===== config.mk =====
export PLATFORM = sky130hd
export DESIGN_NAME = instr_decode
export DESIGN_NICKNAME = d
export VERILOG_FILES = /design/src/rtl/instr_decode.sv
export SDC_FILE = /design/constraint.sdc
export NUM_CORES = 2
export LEC_CHECK = 0
export ABC_AREA = 1
export CAP_MARGIN = 20
export CORE_MARGIN = 4
export CORE_UTILIZATION = 35
export CTS_CLUSTER_DIAMETER = 80
export DETAILED_ROUTE_END_ITERATION = 16
export PLACE_DENSITY = 0.58
export SLEW_MARGIN = 20
export SYNTH_ARGS = -nofsm -noshare
export SYNTH_HDL_FRONTEND = slang
export SYNTH_SLANG_ARGS = --single-unit

===== constraint.sdc =====
create_clock -name clk -period 3.23 [get_ports clk]
set_clock_uncertainty 0.1 [all_clocks]
set_input_delay 0.646 -clock clk [delete_from_list [all_inputs] [get_ports clk]]
set_output_delay 0.646 -clock clk [all_outputs]
set_load 0.02 [all_outputs]

===== src/rtl/instr_decode.sv =====
// instr_decode: single-entry decode stage for a MIPS-like 32-bit ISA.
// Splits the fetched word into fields, classifies it, and extends the
// immediate. Register operands are read from a local 32x32 register file.
// The stage also holds off a consumer of a load still sitting in execute.
//
// Optional feature (compile-time macro):
//   DECODE_BYPASS_EN - a writeback in the same cycle as an accept supplies
//                      wb_data as the operand (write-through). When the macro
//                      is undefined, the operand is the value held before the
//                      write.
//
// Handshake: a fetch word is accepted on a rising edge where in_valid and
// in_ready are both high. A decoded bundle moves to execute on an edge where
// out_valid and out_ready are both high. While out_valid is high and
// out_ready is low, every out_* field holds.
module instr_decode #(
  parameter int LOAD_USE_STALL = 1
) (
  input  logic        clk,
  input  logic        reset,
  input  logic        in_valid,
  input  logic [31:0] in_ir,
  input  logic [31:0] in_pc,
  output logic        in_ready,
  input  logic        flush,
  input  logic        out_ready,
  output logic        out_valid,
  output logic [31:0] out_pc,
  output logic [5:0]  out_opcode,
  output logic [5:0]  out_funct,
  output logic [4:0]  out_rs,
  output logic [4:0]  out_rt,
  output logic [4:0]  out_shamt,
  output logic [4:0]  out_dest,
  output logic [31:0] out_imm,
  output logic [31:0] out_rs_val,
  output logic [31:0] out_rt_val,
  output logic [2:0]  out_class,
  output logic        out_illegal,
  input  logic        wb_en,
  input  logic [4:0]  wb_addr,
  input  logic [31:0] wb_data,
  input  logic        ex_load_valid,
  input  logic [4:0]  ex_load_rd
);

  localparam logic [2:0] CLASS_RTYPE   = 3'd0;
  localparam logic [2:0] CLASS_ALU_IMM = 3'd1;
  localparam logic [2:0] CLASS_LOAD    = 3'd2;
  localparam logic [2:0] CLASS_STORE   = 3'd3;
  localparam logic [2:0] CLASS_BRANCH  = 3'd4;
  localparam logic [2:0] CLASS_JUMP    = 3'd5;
  localparam logic [2:0] CLASS_ILLEGAL = 3'd7;

  // Raw instruction fields.
  logic [5:0] ir_op;
  logic [5:0] ir_funct;
  logic [4:0] ir_rs;
  logic [4:0] ir_rt;
  logic [4:0] ir_rd;
  logic [4:0] ir_shamt;

  assign ir_op    = in_ir[31:26];
  assign ir_rs    = in_ir[25:21];
  assign ir_rt    = in_ir[20:16];
  assign ir_rd    = in_ir[15:11];
  assign ir_shamt = in_ir[10:6];
  assign ir_funct = in_ir[5:0];

  // Decoded values for the word currently presented.
  logic [2:0]  dec_class;
  logic        dec_illegal;
  logic [4:0]  dec_dest;
  logic [31:0] dec_imm;
  logic        dec_uses_rt;

  // Classify the opcode, pick the destination and whether rt is a source.
  always_comb begin
    dec_class   = CLASS_ILLEGAL;
    dec_illegal = 1'b1;
    dec_dest    = 5'd0;
    dec_uses_rt = 1'b0;
    case (ir_op)
      6'h00: begin
        dec_class   = CLASS_RTYPE;
        dec_dest    = ir_rd;
        dec_uses_rt = 1'b1;
        case (ir_funct)
          6'h00, 6'h02, 6'h08, 6'h20, 6'h21,
          6'h22, 6'h24, 6'h25, 6'h2A: dec_illegal = 1'b0;
          default:                    dec_illegal = 1'b1;
        endcase
      end
      6'h08, 6'h09, 6'h0A, 6'h0C, 6'h0D, 6'h0F: begin
        dec_class   = CLASS_ALU_IMM;
        dec_illegal = 1'b0;
        dec_dest    = ir_rt;
      end
      6'h23: begin
        dec_class   = CLASS_LOAD;
        dec_illegal = 1'b0;
        dec_dest    = ir_rt;
      end
      6'h2B: begin
        dec_class   = CLASS_STORE;
        dec_illegal = 1'b0;
        dec_uses_rt = 1'b1;
      end
      6'h04, 6'h05: begin
        dec_class   = CLASS_BRANCH;
        dec_illegal = 1'b0;
        dec_uses_rt = 1'b1;
      end
      6'h02: begin
        dec_class   = CLASS_JUMP;
        dec_illegal = 1'b0;
      end
      6'h03: begin
        dec_class   = CLASS_JUMP;
        dec_illegal = 1'b0;
        dec_dest    = 5'd31;
      end
      default: begin
        dec_class   = CLASS_ILLEGAL;
        dec_illegal = 1'b1;
      end
    endcase
  end

  // Immediate extension: logical ops zero-extend, lui shifts up, jumps keep
  // the 26-bit target, everything else sign-extends.
  always_comb begin
    dec_imm = {{16{in_ir[15]}}, in_ir[15:0]};
    case (ir_op)
      6'h0C, 6'h0D: dec_imm = {16'h0000, in_ir[15:0]};
      6'h0F:        dec_imm = {in_ir[15:0], 16'h0000};
      6'h02, 6'h03: dec_imm = {6'b000000, in_ir[25:0]};
      default:      dec_imm = {{16{in_ir[15]}}, in_ir[15:0]};
    endcase
  end

  // Load-use hold: the incoming word reads the register a load in execute
  // has not yet produced. r0 never creates a dependency.
  logic hazard;
  assign hazard = (LOAD_USE_STALL != 0) && in_valid && ex_load_valid &&
                  (ex_load_rd != 5'd0) &&
                  ((ex_load_rd == ir_rs) || (dec_uses_rt && (ex_load_rd == ir_rt)));

  assign in_ready = (!out_valid || out_ready) && !flush && !hazard && !reset;

  logic accept;
  assign accept = in_valid && in_ready;

  // Register file; r0 is never written so it always reads zero.
  logic [31:0] regs [32];

  // Register file write port; reset clears every entry and wins over a write.
  always_ff @(posedge clk) begin
    if (reset) begin
      for (int i = 0; i < 32; i++) begin
        regs[i] <= 32'h0;
      end
    end else if (wb_en && (wb_addr != 5'd0)) begin
      regs[wb_addr] <= wb_data;
    end
  end

  // Operand read at accept time.
  logic [31:0] rd_rs_val;
  logic [31:0] rd_rt_val;

  // Select operand source: register array, or the writeback in flight.
  always_comb begin
    rd_rs_val = regs[ir_rs];
    rd_rt_val = regs[ir_rt];
`ifdef DECODE_BYPASS_EN
    if (wb_en && (wb_addr != 5'd0) && (wb_addr == ir_rs)) rd_rs_val = wb_data;
    if (wb_en && (wb_addr != 5'd0) && (wb_addr == ir_rt)) rd_rt_val = wb_data;
`endif
  end

  // Output bundle register: load on accept, drop when consumed or flushed.
  always_ff @(posedge clk) begin
    if (reset) begin
      out_valid   <= 1'b0;
      out_pc      <= 32'h0;
      out_opcode  <= 6'h0;
      out_funct   <= 6'h0;
      out_rs      <= 5'h0;
      out_rt      <= 5'h0;
      out_shamt   <= 5'h0;
      out_dest    <= 5'h0;
      out_imm     <= 32'h0;
      out_rs_val  <= 32'h0;
      out_rt_val  <= 32'h0;
      out_class   <= 3'h0;
      out_illegal <= 1'b0;
    end else if (flush) begin
      out_valid <= 1'b0;
    end else if (accept) begin
      out_valid   <= 1'b1;
      out_pc      <= in_pc;
      out_opcode  <= ir_op;
      out_funct   <= ir_funct;
      out_rs      <= ir_rs;
      out_rt      <= ir_rt;
      out_shamt   <= ir_shamt;
      out_dest    <= dec_dest;
      out_imm     <= dec_imm;
      out_rs_val  <= rd_rs_val;
      out_rt_val  <= rd_rt_val;
      out_class   <= dec_class;
      out_illegal <= dec_illegal;
    end else if (out_ready) begin
      out_valid <= 1'b0;
    end
  end

endmodule


==> results.toml <==
[status]
status = "completed"

[floorplanning]
fp.dieW_um = 432
core-area_mm2 = 0.179
io_pins = 279
die_h_um = 432
dieArea_mm2 = 0.187
num_rows = 155
start_util_pct = 35.2

[pwr]
p_clk_share_pct = 39.1
power.density_mw_per_mm2 = 513
peakVddDrop_mv = 0.410
switching_share_pct = 27.6
p_seq_share_pct = 46.6
power.internal_uw = 27700
p_comb_share_pct = 14.3
leakagePower_uw = 0.0299
switchingPower_uw = 10600

[drt]
drt-initial-drc-count = 7869
wl_um = 245000
vias = 57766
postRouteAntennaNets = 0
drc = 0
viasPerCell = 5.66
firstDrtPassIters = 7
wire_per_inst_um = 24.0

[clock_network]
htreeDepth = 4
cts-root-buf = "clkbuf_16"
clock_path_buffers = 3
clock_latency_ns = 0.79
cts_tree = "built"
hold_buffers = 0
cts.sinks = 1189
cts_buffers = 135
clk_pin_slew_ns = 0.05

[hold_path]
hold_path.class = "input pin to flip-flop"
worstHoldPathCells = 2

[logic_synthesis]
yosysWarningCount = 0
ys_ff_latch = 1189
syn_avg_cell_area_um2 = 8.26
ys_types = 31
ys_seq_area_share_pct = 54.1
synthesis.area_mm2 = 0.0629
syn_inst = 7612

[placed_design]
pre_cts_ws_ns = 0.0334
io_buffers = 278
place.gp.congestion = 0.899
hpwlAfterDp_um = 154000

[run]
max_cap_violations = 0

[timing]
finalCritPeriodShare_pct = 96.6
worst_pin_slew_ns = 0.869
hold_viol = 0
rsz0062_at_grt = "no"
finalSetupTns_ns = 0
layout_setup_ws_ns = 0.109
setup_viol = 0
fmax_ghz = 0.320
slew_headroom_pct = 42.1
period_needed_ns = 3.12
finalMaxSlewViolations = 0

[grt]
grt_pass1_vias = 54470
grt_overflow = 0
antenna_found_initial = 8
grt_pass1_wl_um = 357000
grt_use_total_pct = 25.4
grt_max_degree = 98

[critical_path]
start_kind = "input pin"
cp_max_fo = 3
cp_data_arrival_time_ns = 2.37
required_ns = 2.48
worstSetupPathType = "input pin to output port"
r2r_cells = 11
end_kind = "output port"

[cells_and_area]
final_util_pct = 41.8
drive_above_1_share_pct = 8.28
areaGrowthSynthToFinish_pct = 18.7
nets = 7860
nFillCells = 17403
-- cells by family (layout without fill, tap and decap cells) --
| kind of cell | Yosys count | in the layout | share of synthesized area [%] |
|---|---|---|---|
| other cells | 1 | 38 | 0.00596 |
| simple gates | 3301 | 3301 | 21.5 |
| flops | 1189 | 1189 | 54.1 |
| xor+xnor | 8 | 8 | 0.111 |
| buf+inv | 1423 | 1627 | 9.00 |
| compound gates | 1690 | 1690 | 15.3 |
-- layout by cell type (no fill, tap or decap), types with 11 or more instances in the layout --
cell | Yosys | layout
nand3_1 | 722 | 719
conb_1 | 1 | 32
clkbuf_16 | 0 | 137
o21ai_0 | 640 | 640
o211ai_1 | 453 | 453
inv_1 | 717 | 712
a31oi_1 | 11 | 11
dfxtp_1 | 165 | 165
buf_4 | 9 | 268
nor2_1 | 1403 | 1402
a21oi_1 | 575 | 575
buf_12 | 0 | 126
edfxtp_1 | 1024 | 1024
nand4_1 | 56 | 56
clkinv_1 | 1 | 33
clkinv_2 | 0 | 17
clkdlybuf4s50_1 | 0 | 265
clkbuf_1 | 452 | 29
nand2_2 | 1 | 50
nand2_1 | 1102 | 1053
-- per-stage QoR --
| stage | instances | hold slack, ns | cell area [um^2] | total power, uW |
|---|---|---|---|---|
| after floorplan | 7643 | 0.436 | 63000 | 21000 |
| after global placement | 9964 | 0.345 | 70500 | 23400 |
| after detailed placement | 9964 | 0.349 | 70500 | 23500 |
| after CTS | 10201 | 0.00603 | 74600 | 38400 |
| after global routing | 10203 | 0.0438 | 74600 | 39500 |
| final | 10208 | 0.0427 | 74700 | 38300 |
-- cells in the mapped netlist, drive strengths merged --
master | number | area share, %
xnor2 | 5 | 0.070
a21oi | 575 | 4.6
or2 | 1 | 0.010
a31oi | 11 | 0.11
xor2 | 3 | 0.042
nand3 | 724 | 5.8
o21ai | 640 | 5.1
nand2 | 1103 | 6.6
clkbuf | 452 | 2.7
dfxtp | 165 | 5.3
nor3 | 10 | 0.088
inv | 721 | 4.3
conb | 1 | 0.0060
clkinv | 1 | 0.0060
edfxtp | 1024 | 49
nor2 | 1407 | 8.4
buf | 249 | 2.0
o211ai | 453 | 5.4
nand4 | 56 | 0.56
a21boi | 1 | 0.012
o22ai | 10 | 0.099
-- metal layers --
| metal | wire length (um) | up-vias | track usage [%] |
|---|---|---|---|
| li1 | - | 25965 | - |
| met1 | 93200 | 27519 | 32.6 |
| met2 | 110000 | 3577 | 40.3 |
| met3 | 28500 | 701 | 5.99 |
| met4 | 13200 | 4 | 12.9 |
| met5 | 21 | - | 0 |
-- repair_timing --
item,4_1_cts,5_1_grt
resized for setup,0,2
setup endpoints to repair,0,1
setup buffers,0,1
-- path summary, 6_finish.rpt --
| check | startpoint | to | slack (ns) |
|---|---|---|---|
| max | ex_load_rd[3] | in_ready | 0.11 |
| min | reset | out_imm[11]$_SDFFE_PP0P_ | 0.04 |
| min reg2reg | out_imm[6]$_SDFFE_PP0P_ | out_imm[6]$_SDFFE_PP0P_ | 0.36 |
| max reg2reg | regs[15][30]$_SDFFCE_PN0P_ | out_rs_val[30]$_SDFFE_PP0P_ | 1.16 |
-- power by group through the flow --
stage | combinational, uW | clock [uW] | sequential, uW
after global routing | 5860 | 15800 | 17900
after CTS | 5370 | 15200 | 17800
after detailed placement | 5350 | 0 | 18100
final | 5470 | 15000 | 17800
after floorplan | 2840 | 0 | 18200
after global placement | 5280 | 0 | 18100
-- critical path: stages --
cell	delay, ns
clkdlybuf4s50_1	0.49
xor2_1	0.18
nor2_1	0.50
nand3_1	0.17
nand2_2	0.11
a21boi_0	0.11
buf_4	0.17
-- cell type report --
class / count / area (um^2) / area share, %
Tap cell: 2355 / 2950 / 3.95
Clock inverter: 65 / 556 / 0.744
Inverter: 722 / 2730 / 3.66
Multi-Input combinational cell: 5031 / 23500 / 31.4
Clock buffer: 172 / 3620 / 4.85
Timing Repair Buffer: 668 / 7280 / 9.76
Sequential cell: 1189 / 34100 / 45.6
Antenna cell: 6 / 15.0 / 0.0201
-- state kept, by name (all words and copies together) (netlist names) --
signal / flops
out_shamt: 5
out_opcode: 6
out_rt: 5
regs: 1024
out_rt_val: 32
out_funct: 6
out_pc: 32
out_dest: 5
out_illegal: 1
out_imm: 32
out_class: 3
out_valid: 1
out_rs_val: 32
out_rs: 5
No activity file was read; power rests on OpenSTA's default activity.
